--- config.mk ---
export PLATFORM = sky130hd
export DESIGN_NAME = uart_cmd_sequencer_flat
export DESIGN_NICKNAME = d
export VERILOG_FILES = /design/src/rtl/uart_pkg.sv /design/src/rtl/uart_cmd_sequencer_if.sv /design/src/rtl/uart_frame_buf.sv /design/src/rtl/uart_cmd_sequencer.sv /design/src/flat_wrapper.sv
export SDC_FILE = /design/constraint.sdc
export NUM_CORES = 1
export LEC_CHECK = 0
export CAP_MARGIN = 0
export CORE_MARGIN = 8
export CORE_UTILIZATION = 50
export CTS_CLUSTER_DIAMETER = 120
export DETAILED_ROUTE_END_ITERATION = 16
export GPL_TIMING_DRIVEN = 0
export PLACE_DENSITY = 0.75
export SETUP_SLACK_MARGIN = 0.02
export SLEW_MARGIN = 20
export SYNTH_ARGS = -nofsm -noshare
export SYNTH_HDL_FRONTEND = slang
export SYNTH_HIERARCHICAL = 1
export SYNTH_SLANG_ARGS = --single-unit
--- constraint.sdc ---
create_clock -name clk210_p -period 7.1 [get_ports clk210_p]
set_input_delay 2.13 -clock clk210_p [delete_from_list [all_inputs] [get_ports clk210_p]]
set_output_delay 2.13 -clock clk210_p [all_outputs]
set_load 0.005 [all_outputs]
--- src/rtl/uart_pkg.sv ---
// uart_pkg: shared state encoding, default widths and frame
// byte constants for the UART command sequencer.
package uart_pkg;

  localparam int DEF_MAX_BYTES  = 8;
  localparam int DEF_INTERVAL_W = 20;
  localparam int DEF_CNT_W      = 16;

  localparam logic [7:0] START_BYTE = 8'h01;
  localparam logic [7:0] READ_CMD   = 8'h02;

  typedef enum logic [1:0] {
    IDLE,
    SEND,
    GAP,
    INTERVAL
  } state_e;

endpackage

--- src/rtl/uart_cmd_sequencer_if.sv ---
// uart_cmd_sequencer_if: byte request/done handshake between the
// sequencer (master) and the UART transmitter (slave).
interface uart_cmd_sequencer_if;

  logic [7:0] tx_data_p;
  logic       tx_req_p;
  logic       tx_done_p;

  modport master (
    output tx_data_p,
    output tx_req_p,
    input  tx_done_p
  );

  modport slave (
    input  tx_data_p,
    input  tx_req_p,
    output tx_done_p
  );

endinterface

--- src/rtl/uart_frame_buf.sv ---
// uart_frame_buf: MAX_BYTES x 8 frame register file, one write
// port gated by the parent's idle flag, one combinational read.
module uart_frame_buf
  import uart_pkg::*;
#(
  parameter  int MAX_BYTES = DEF_MAX_BYTES,
  localparam int ADDR_W    = $clog2(MAX_BYTES)
) (
  input  logic              clk_i,
  input  logic              rst_ni,
  input  logic              we_i,
  input  logic              idle_i,
  input  logic [ADDR_W-1:0] wr_addr_i,
  input  logic [7:0]        wr_data_i,
  input  logic [ADDR_W-1:0] rd_addr_i,
  output logic [7:0]        rd_data_o
);

  logic [7:0] mem_q [MAX_BYTES];
  logic       addr_ok;
  logic       wr_ok;

  // Non power-of-two depths must drop out-of-range addresses.
  if (MAX_BYTES == (1 << ADDR_W)) begin : g_pow2
    assign addr_ok = 1'b1;
  end else begin : g_chk
    assign addr_ok =
      {1'b0, wr_addr_i} < (ADDR_W+1)'(MAX_BYTES);
  end

  assign wr_ok = we_i && idle_i && addr_ok;

  always_ff @(posedge clk_i or negedge rst_ni) begin
    if (!rst_ni) begin
      for (int i = 0; i < MAX_BYTES; i++) begin
        mem_q[i] <= '0;
      end
    end else if (wr_ok) begin
      mem_q[wr_addr_i] <= wr_data_i;
    end
  end

  assign rd_data_o = mem_q[rd_addr_i];

endmodule

--- src/rtl/uart_cmd_sequencer.sv ---
// uart_cmd_sequencer: streams a programmable byte frame into a UART
// transmitter, single-shot or periodic, with graceful abort.
module uart_cmd_sequencer
  import uart_pkg::*;
#(
  parameter  int MAX_BYTES  = DEF_MAX_BYTES,
  parameter  int INTERVAL_W = DEF_INTERVAL_W,
  parameter  int CNT_W      = DEF_CNT_W,
  localparam int ADDR_W     = $clog2(MAX_BYTES)
) (
  input  logic                  clk210_p,
  input  logic                  reset_n_p,
  input  logic                  buf_wr_en_p,
  input  logic [ADDR_W-1:0]     buf_wr_addr_p,
  input  logic [7:0]            buf_wr_data_p,
  input  logic [ADDR_W:0]       frame_len_p,
  input  logic [INTERVAL_W-1:0] interval_p,
  input  logic                  repeat_p,
  input  logic                  start_p,
  input  logic                  abort_p,
  uart_cmd_sequencer_if.master  tx,
  output logic                  busy_p,
  output logic                  frame_done_p,
  output logic [CNT_W-1:0]      frame_count_p
);

  localparam logic [ADDR_W:0] MAX_LEN = (ADDR_W+1)'(MAX_BYTES);

  state_e                state_q;
  logic [ADDR_W-1:0]     idx_q;
  logic [ADDR_W:0]       len_q;
  logic [INTERVAL_W-1:0] ival_q;
  logic [INTERVAL_W-1:0] cnt_q;
  logic                  rpt_q;
  logic                  abort_q;
  logic [7:0]            data_q;
  logic                  req_q;
  logic                  fdone_q;
  logic [CNT_W-1:0]      fcnt_q;

  logic              idle;
  logic              last;
  logic              ab;
  logic [ADDR_W-1:0] rd_addr;
  logic [7:0]        rd_data;

  assign idle = (state_q == IDLE);
  assign last = ({1'b0, idx_q} == len_q - 1'b1);
  assign ab   = abort_q | abort_p;

  // Read address is the byte the next SEND will present.
  assign rd_addr = (state_q == GAP && !last) ? idx_q + 1'b1 : '0;

  uart_frame_buf #(
    .MAX_BYTES (MAX_BYTES)
  ) u_buf (
    .clk_i     (clk210_p),
    .rst_ni    (reset_n_p),
    .we_i      (buf_wr_en_p),
    .idle_i    (idle),
    .wr_addr_i (buf_wr_addr_p),
    .wr_data_i (buf_wr_data_p),
    .rd_addr_i (rd_addr),
    .rd_data_o (rd_data)
  );

  always_ff @(posedge clk210_p or negedge reset_n_p) begin
    if (!reset_n_p) begin
      state_q <= IDLE;
      idx_q   <= '0;
      len_q   <= '0;
      ival_q  <= '0;
      cnt_q   <= '0;
      rpt_q   <= 1'b0;
      abort_q <= 1'b0;
      data_q  <= '0;
      req_q   <= 1'b0;
      fdone_q <= 1'b0;
      fcnt_q  <= '0;
    end else begin
      fdone_q <= 1'b0;
      if (!idle && abort_p) abort_q <= 1'b1;
      unique case (state_q)
        IDLE: begin
          if (start_p && frame_len_p != '0) begin
            len_q   <= (frame_len_p > MAX_LEN) ?
                       MAX_LEN : frame_len_p;
            ival_q  <= interval_p;
            rpt_q   <= repeat_p;
            idx_q   <= '0;
            data_q  <= rd_data;
            req_q   <= 1'b1;
            state_q <= SEND;
          end
        end
        SEND: begin
          if (tx.tx_done_p) begin
            req_q   <= 1'b0;
            state_q <= GAP;
            if (last) begin
              fdone_q <= 1'b1;
              fcnt_q  <= fcnt_q + 1'b1;
            end
          end
        end
        GAP: begin
          if (!last) begin
            idx_q <= idx_q + 1'b1;
            if (ab) begin
              abort_q <= 1'b0;
              state_q <= IDLE;
            end else begin
              data_q  <= rd_data;
              req_q   <= 1'b1;
              state_q <= SEND;
            end
          end else if (ab || !rpt_q) begin
            abort_q <= 1'b0;
            state_q <= IDLE;
          end else if (ival_q == '0) begin
            idx_q   <= '0;
            data_q  <= rd_data;
            req_q   <= 1'b1;
            state_q <= SEND;
          end else begin
            cnt_q   <= '0;
            state_q <= INTERVAL;
          end
        end
        INTERVAL: begin
          if (ab) begin
            abort_q <= 1'b0;
            state_q <= IDLE;
          end else if (cnt_q == ival_q - 1'b1) begin
            idx_q   <= '0;
            data_q  <= rd_data;
            req_q   <= 1'b1;
            state_q <= SEND;
          end else begin
            cnt_q <= cnt_q + 1'b1;
          end
        end
        default: state_q <= IDLE;
      endcase
    end
  end

  assign tx.tx_data_p  = data_q;
  assign tx.tx_req_p   = req_q;
  assign busy_p        = !idle;
  assign frame_done_p  = fdone_q;
  assign frame_count_p = fcnt_q;

endmodule

--- src/flat_wrapper.sv ---
// flat-port wrapper written by rule: the top's interface ports become plain ports
module uart_cmd_sequencer_flat import uart_pkg::*;
#(
  parameter  int MAX_BYTES  = DEF_MAX_BYTES,
  parameter  int INTERVAL_W = DEF_INTERVAL_W,
  parameter  int CNT_W      = DEF_CNT_W,
  localparam int ADDR_W     = $clog2(MAX_BYTES)
)
  (clk210_p, reset_n_p, buf_wr_en_p, buf_wr_addr_p, buf_wr_data_p, frame_len_p, interval_p, repeat_p, start_p, abort_p, busy_p, frame_done_p, frame_count_p, tx_tx_data_p, tx_tx_req_p, tx_tx_done_p);
  uart_cmd_sequencer_if tx_i ();
  input  logic clk210_p;
  input  logic reset_n_p;
  input  logic buf_wr_en_p;
  input  logic [ADDR_W-1:0] buf_wr_addr_p;
  input  logic [7:0] buf_wr_data_p;
  input  logic [ADDR_W:0] frame_len_p;
  input  logic [INTERVAL_W-1:0] interval_p;
  input  logic repeat_p;
  input  logic start_p;
  input  logic abort_p;
  output logic busy_p;
  output logic frame_done_p;
  output logic [CNT_W-1:0] frame_count_p;
  output wire logic [$bits(tx_i.tx_data_p)-1:0] tx_tx_data_p;
  output wire logic [$bits(tx_i.tx_req_p)-1:0] tx_tx_req_p;
  input wire logic [$bits(tx_i.tx_done_p)-1:0] tx_tx_done_p;
  assign tx_tx_data_p = tx_i.tx_data_p;
  assign tx_tx_req_p = tx_i.tx_req_p;
  assign tx_i.tx_done_p = tx_tx_done_p;
  uart_cmd_sequencer #(.MAX_BYTES(MAX_BYTES), .INTERVAL_W(INTERVAL_W), .CNT_W(CNT_W)) u_core (.clk210_p(clk210_p), .reset_n_p(reset_n_p), .buf_wr_en_p(buf_wr_en_p), .buf_wr_addr_p(buf_wr_addr_p), .buf_wr_data_p(buf_wr_data_p), .frame_len_p(frame_len_p), .interval_p(interval_p), .repeat_p(repeat_p), .start_p(start_p), .abort_p(abort_p), .tx(tx_i), .busy_p(busy_p), .frame_done_p(frame_done_p), .frame_count_p(frame_count_p));
endmodule
==> summary.txt, run 1 <==
Outcome
  – Outcome: complete, no violations

Yosys
  – EDFF count, synth: 0
  – Synth Cell Area: 7476 um^2
  – Syn Nets: 650
  – Commonest cells post-synth: 141 x dfrtp_1, 93 x mux2_2, 31 x nand2_1
  – Cell variety after synth: between 70 and 80
  – Synth async-reset ratio: 1.000
  – Ranking of synthesized cells by area: dfrtp_1 47%, mux2_2 14%, mux4_1 5.3%
  – #FFs+latches synth: 141
  – Cells after Synth: ~600
  – Syn avg cell area: 12.42 um^2
  – Synth top area share: 0.4720
  – Synth Flop Type: dfrtp_1
  – Synth area leader: dfrtp_1
  – Register area share after synthesis: 0.4720
  – Most common cell in the netlist: dfrtp_1
  – Synth Warn #: 6

STA
  – Setup skew after layout: 0.008849 ns
  – Worst slew margin: 0.5474
  – Final Setup Violations: 0
  – Min Hold Slack: between 0.4 and 0.5 ns
  – Slew of the pin with the lowest slew margin: approximately 0.68 ns
  – Final Hold Fails: 0
  – Slew Viols, Final: 0
  – Unrepaired setup endpoints after global routing: false
  – Fmax: between 200 and 250 MHz
  – Min cycle time layout: 4.213 ns
  – Ratio of final minimum period to clock period: 0.5934
  – Post-layout worst setup margin: about 2.9 ns

Floorplan
  – Starting density of the core: 0.5124
  – Chip Width: 138.3 um
  – Io pins: 69
  – Die height: 138.3 um
  – DIE AREA: ~19000 um^2
  – Core footprint: roughly 15000 um^2
  – Row count: 44

Finish
  – Register area: around 3500 um^2
  – N_diodes: 0
  – Multi-input logic area: 3692 um^2
  – Fillers: 1137
  – Area Overhead vs Synth: 20.75%
  – Layout cell share with drive strength beyond 1: 0.2650
  – Nets: 738

Global route
  – Grt ovf: 0
  – Vias in the first global route: 5529
  – First-pass GRT wire length: 27920 um
  – Largest net degree at the start of global routing: 97
  – Initial antenna violation count: 0
  – GRT Total Usage: 0.1779

Hold path
  – HP Class: reg2reg
  – Hold Path Origin: u_core/frame_count_p[15]

Setup path
  – Slowest cell on crit path: or4_1
  – Crit. End Element: register
  – RR Startpoint: u_core/len_q[0]
  – Setup CP Type: in2reg
  – Arrival @ worst endpoint: 4.52 ns
  – Worst Path Max Fanout: 8
  – Worst path bufs/invs: 1
  – CP max stage delay: 0.54 ns
  – CP Data Required Time: around 7.4 ns
  – Top cell family by delay on the critical path: compound AO/OA/AOI/OAI gates
  – Crit start category: input pin
  – CP Cell Sequence: clkdlybuf4s50_1 -> or4_1 -> a21oi_1 -> nor2_1 -> a21boi_0 -> o21ai_4 -> mux2_4
  – Crit. Startpoint: frame_len_p[3]

CTS
  – Clock buffer depth: 2
  – Root Buffer: clkbuf_16
  – Clock transition at path regs: 0.06 ns
  – Clk Latency, worst-skew pair: 0.43 ns
  – Clock sinks: 141
  – Postcts setup bufs: 0
  – Hold_buf cts: 0
  – H-tree levels: 4
  – Resize count post-CTS: 0
  – CTS Buf Count: 17
  – CTS tree: yes

Place
  – GP Congestion: 0.8374
  – Placement Setup Slack: 2.462 ns
  – Detailed placer's ending HPWL: 11760 um
  – Port buffer count: 68

Power
  – Max VDD drop: 0.2404 mV
  – PwrDens: about 370 nW/um^2
  – Total power: 3373 uW
  – Pleak: approximately 0.0038 uW

Drt
  – WL final: 16660 um
  – Detail-routed via count per cell: 5.903
  – Post-route ant nets: 0
  – DRC Markers: 0
  – Vias: 5230
  – DR WL/cell: 18.81 um
  – DR iter-0 viols: 299
  – Pre-antenna DRT Iters: 4

Job
  – Max-cap violations: 0
-- cell families (layout without fill, tap and decap cells) --
family                     after synthesis  count (layout)  synth area share
buffers and inverters                   42             142           0.03414
adders and majority gates                6               6           0.01004
AOI/OAI and AO/OA                       78              78           0.07683
DFF                                    141             141            0.4720
muxes                                  117             117            0.2119
xor gates and xnor gates                42              42           0.04921
and+or+nand+nor                        176             176            0.1459
-- layout by cell type, fill, tap and decap left out, drive strengths merged, types with 4 or more instances in the layout --
cell | synthesis | routed
a21oi | 15 | 15
nand2 | 31 | 31
buf | 19 | 21
and2 | 8 | 8
o211ai | 8 | 8
xnor2 | 28 | 28
mux4 | 16 | 16
or3 | 12 | 12
xor2 | 14 | 14
or4 | 12 | 12
clkdlybuf4s50 | 0 | 67
mux2 | 101 | 101
nor3 | 11 | 11
clkbuf | 11 | 29
nand3b | 8 | 8
inv | 12 | 20
a21o | 5 | 5
o21ai | 24 | 24
nor4 | 7 | 7
nand3 | 17 | 17
nand2b | 5 | 5
and3 | 8 | 8
ha | 6 | 6
nor2 | 29 | 29
dfrtp | 141 | 141
or2 | 4 | 4
nand4 | 4 | 4
-- sequential cells by signal, indices dropped and copies added (netlist names), 2 cells and up --
signal / cells
u_core/cnt_q: 20
u_core/len_q: 4
u_core/frame_count_p: 16
u_core/tx.tx_data_p: 8
u_core/u_buf/mem_q: 64
u_core/idx_q: 3
u_core/ival_q: 20
u_core/state_q: 2
-- cell type report --
cell class | count | area share
Clock buffer | 18 | 0.04754
Tap cell | 184 | 0.02550
Timing Repair Buffer | 69 | 0.07900
Inverter | 12 | 0.004990
Clock inverter | 13 | 0.01982
Sequential cell | 141 | 0.3909
Multi-Input combinational cell | 419 | 0.4090
Buffer | 30 | 0.02328
-- per-stage QoR --
stage | instance area [um^2] | utilization | instances | setup TNS, ns
floorplan | 7476 | - | 602 | 0
global placement | 8387 | 0.5749 | 854 | -204.64
detailed placement | 8419 | 0.5771 | 855 | 0
CTS | 9027 | 0.6188 | 886 | 0
global route | 9027 | 0.6188 | 886 | 0
finish | 9027 | 0.6188 | 886 | 0
-- layer usage --
layer / GRT usage / up-vias / routed length [um]
li1: - / 2413 / -
met1: 0.2152 / 2685 / 7300
met2: 0.3031 / 104 / 8547
met3: 0.04247 / 28 / 537
met4: 0.06293 / 0 / 278
met5: 0 / - / 0
-- worst paths after layout --
kind / to / slack, ns / cells after the start
min in group asynchronous: u_core/ival_q[9] / 1.60 / 1
hold / removal: u_core/frame_count_p[15] / 0.48 / 1
setup reg to reg: u_core/tx.tx_data_p[2] / 3.54 / 12
max in group asynchronous: u_core/u_buf/mem_q[47] / 4.72 / 2
setup / recovery: u_core/tx.tx_data_p[6] / 2.89 / 7
hold reg to reg: u_core/frame_count_p[15] / 0.48 / 1
-- where the power goes --
part	switching [uW]	internal, uW
clock	363	561
sequential	206	1100
combinational	497	649
Power figures use the tool's default switching activity.
==> run 2, diff against run 1 <==
==> constraint.sdc (replaced) <==
create_clock -name clk210_p -period 4.1 [get_ports clk210_p]
set_input_delay 1.23 -clock clk210_p [delete_from_list [all_inputs] [get_ports clk210_p]]
set_output_delay 1.23 -clock clk210_p [all_outputs]
set_load 0.005 [all_outputs]
==> results of run 2 <==
The final DEF is identical to that of run 1. Status: complete, no violations.
Main changes from that run: setup slack after placement 2.462 ns -> 0.3616 ns; setup slack after layout 2.887 ns -> 0.5407 ns; start point of the critical path frame_len_p[3] -> u_core/len_q[0]; end point of the critical path u_core/tx.tx_data_p[6] -> u_core/tx.tx_data_p[2]; register-to-register setup slack 3.54 ns -> 0.54 ns; total power 3373 uW -> 5841 uW; worst IR drop on VDD 0.2404 mV -> 0.4163 mV
==> run 3, diff against run 2 <==
--- a/config.mk
+++ b/config.mk
@@ -8,6 +8,7 @@
 export CAP_MARGIN = 0
 export CORE_MARGIN = 8
 export CORE_UTILIZATION = 50
+export CTS_BUF_LIST = sky130_fd_sc_hd__clkbuf_4 sky130_fd_sc_hd__clkbuf_8
 export CTS_CLUSTER_DIAMETER = 120
 export DETAILED_ROUTE_END_ITERATION = 16
 export GPL_TIMING_DRIVEN = 0
==> run 3 against run 2 <==
Compared with the run above: design area decreased by 2.1%; clock skew increased by 0.0028 ns; clock-buffer cell count unchanged; global-route usage decreased by 0.090 points; first-iteration DRC count decreased by 3.0%; hold slack improved by 0.0036 ns; highest routed layer unchanged; worst setup slack got worse by 0.022 ns; routed wire length decreased by 1.3%; total power decreased by 7.1%; largest power group unchanged; sequential cell count unchanged; cell count unchanged; utilization decreased by 1.3 points.
==> summary.txt, run 3 (synthesis results as in run 1) <==
Outcome
  – Outcome: complete, no violations

Floorplan
  – Io pins: 69
  – Die height: 138.3 um
  – Starting density of the core: 0.5124
  – Row count: 44
  – DIE AREA: 19120 um^2
  – Core footprint: 14590 um^2
  – Chip Width: approximately 140 um

Drt
  – Pre-antenna DRT Iters: 4
  – Detail-routed via count per cell: 5.823
  – Vias: approximately 5200
  – DRC Markers: 0
  – DR iter-0 viols: 290
  – Post-route ant nets: 0
  – DR WL/cell: 18.57 um
  – WL final: 16450 um

STA
  – Ratio of final minimum period to clock period: 0.8736
  – Slew Viols, Final: 0
  – Worst slew margin: 0.5270
  – Fmax: 279.2 MHz
  – Slew of the pin with the lowest slew margin: 0.7031 ns
  – Min Hold Slack: between 0.4 and 0.5 ns
  – Unrepaired setup endpoints after global routing: false
  – Min cycle time layout: 3.582 ns
  – Final Hold Fails: 0
  – Post-layout worst setup margin: 0.5184 ns
  – Final Setup Violations: 0
  – Setup skew after layout: 0.01162 ns

Finish
  – Max reg flops: 64
  – Area Overhead vs Synth: 18.24%
  – Layout cell share with drive strength beyond 1: 0.2664
  – Most common cell after layout, fill and taps aside: dfrtp_1
  – Biggest register: u_core/u_buf/mem_q
  – Fin area: 8840 um^2
  – Most frequent cells in the layout: 141 x dfrtp_1, 93 x mux2_2, 67 x clkdlybuf4s50_1
  – Nets: around 740
  – Post-route insts no fill: between 800 and 900
  – Top Registers: u_core/u_buf/mem_q x64, u_core/cnt_q x20, u_core/ival_q x20
  – N_diodes: 0

Setup path
  – CP max stage delay: 0.48 ns
  – Slowest cell on crit path: or4b_1
  – Worst Path Max Fanout: 10
  – Crit. End Element: register
  – Crit start category: register
  – CP Data Required Time: 4.43 ns
  – CP Cell Sequence: inv_1 -> ha_1 -> xor2_1 -> or4b_1 -> a211oi_2 -> nor3b_1 -> and2_1 -> clkbuf_1 -> buf_2 -> mux4_1 -> mux2_2 -> mux2_4
  – Setup CP Type: reg2reg
  – Arrival @ worst endpoint: slightly below 4 ns

CTS
  – CTS Buf Count: 17
  – H-tree levels: 4
  – Clock sinks: 141
  – Clock buffer depth: 2
  – Clock transition at path regs: 0.08 ns
  – Postcts setup bufs: 0
  – Clk Latency, worst-skew pair: 0.45 ns
  – CTS tree: yes
  – Resize count post-CTS: 0
  – Hold_buf cts: 0
  – Root Buffer: clkbuf_8

Power
  – PwrDens: 613.8 nW/um^2
  – Total power: 5425 uW
  – Max VDD drop: approximately 0.48 mV
  – Pleak: 0.003726 uW

Global route
  – Initial antenna violation count: 0
  – GRT Total Usage: 0.1770
  – Grt ovf: 0
  – Vias in the first global route: approximately 5400
  – First-pass GRT wire length: 27800 um
  – Largest net degree at the start of global routing: 97

Hold path
  – HP Class: reg2reg

Place
  – Port buffer count: slightly below 70
  – Placed cell area: 8419 um^2
  – GP Congestion: 0.8374
  – Placement Setup Slack: around 0.36 ns
  – Detailed placer's ending HPWL: 11760 um
  – Placed insts: 855

Job
  – Max-cap violations: 0
[run 3: cell counts in the layout (fill, tap and decap cells not counted)]
No cell type changed its count.
[run 3: cell type report]
| cell class | count | area, um^2 |
|---|---|---|
| plain buffers | 30 | 210.2 |
| clock buffers | 18 | 241.5 |
| clock inverters | 13 | 178.9 |
| fillers | 1171 | 5749 |
| inverters | 12 | 45.04 |
| multi-input cells | 419 | 3692 |
| flip-flops and latches | 141 | 3528 |
| well taps | 184 | 230.2 |
| repair buffers | 69 | 713.2 |
[run 3: final timing paths]
check	from	endpoint	slack [ns]	cells after the start
max	u_core/len_q[0]	u_core/tx.tx_data_p[2]	0.52	12
min	u_core/frame_count_p[15]	u_core/frame_count_p[15]	0.48	1
max reg2reg	u_core/len_q[0]	u_core/tx.tx_data_p[2]	0.52	12
min reg2reg	u_core/frame_count_p[15]	u_core/frame_count_p[15]	0.48	1
max in group asynchronous	reset_n_p	u_core/tx.tx_data_p[3]	2.64	2
min in group asynchronous	reset_n_p	u_core/ival_q[9]	0.68	1
[run 3: stage by stage]
stage / setup TNS (ns) / utilization
after CTS: 0 / 0.6059
final: 0 / 0.6059
after detailed placement: 0 / 0.5771
after global placement: -500.74 / 0.5749
after floorplan: 0 / -
after global routing: 0 / 0.6059
[run 3: layer usage]
layer | vias to the layer above | wire length (um) | GRT usage
li1 | 2404 | - | -
met1 | 2639 | 7233 | 0.2179
met2 | 94 | 8402 | 0.2959
met3 | 22 | 558 | 0.04589
met4 | 0 | 257 | 0.05892
met5 | - | 0 | 0
[run 3: critical path: cells and delay by family (launching register included)]
kind | cells | cell delay, ns
xor+xnor | 1 | 0.15
simple gates | 3 | 0.81
buf+inv | 3 | 0.60
flops | 1 | 0.40
compound gates | 1 | 0.46
mux | 3 | 0.84
fa+ha+maj | 1 | 0.21
[run 3: where the power goes]
group | total [uW] | internal, uW | leakage (uW) | switching (uW)
registers | 2250 | 1890 | 0.00180 | 354
clock network | 1200 | 624 | 0.000211 | 576
logic | 1980 | 1120 | 0.00171 | 853
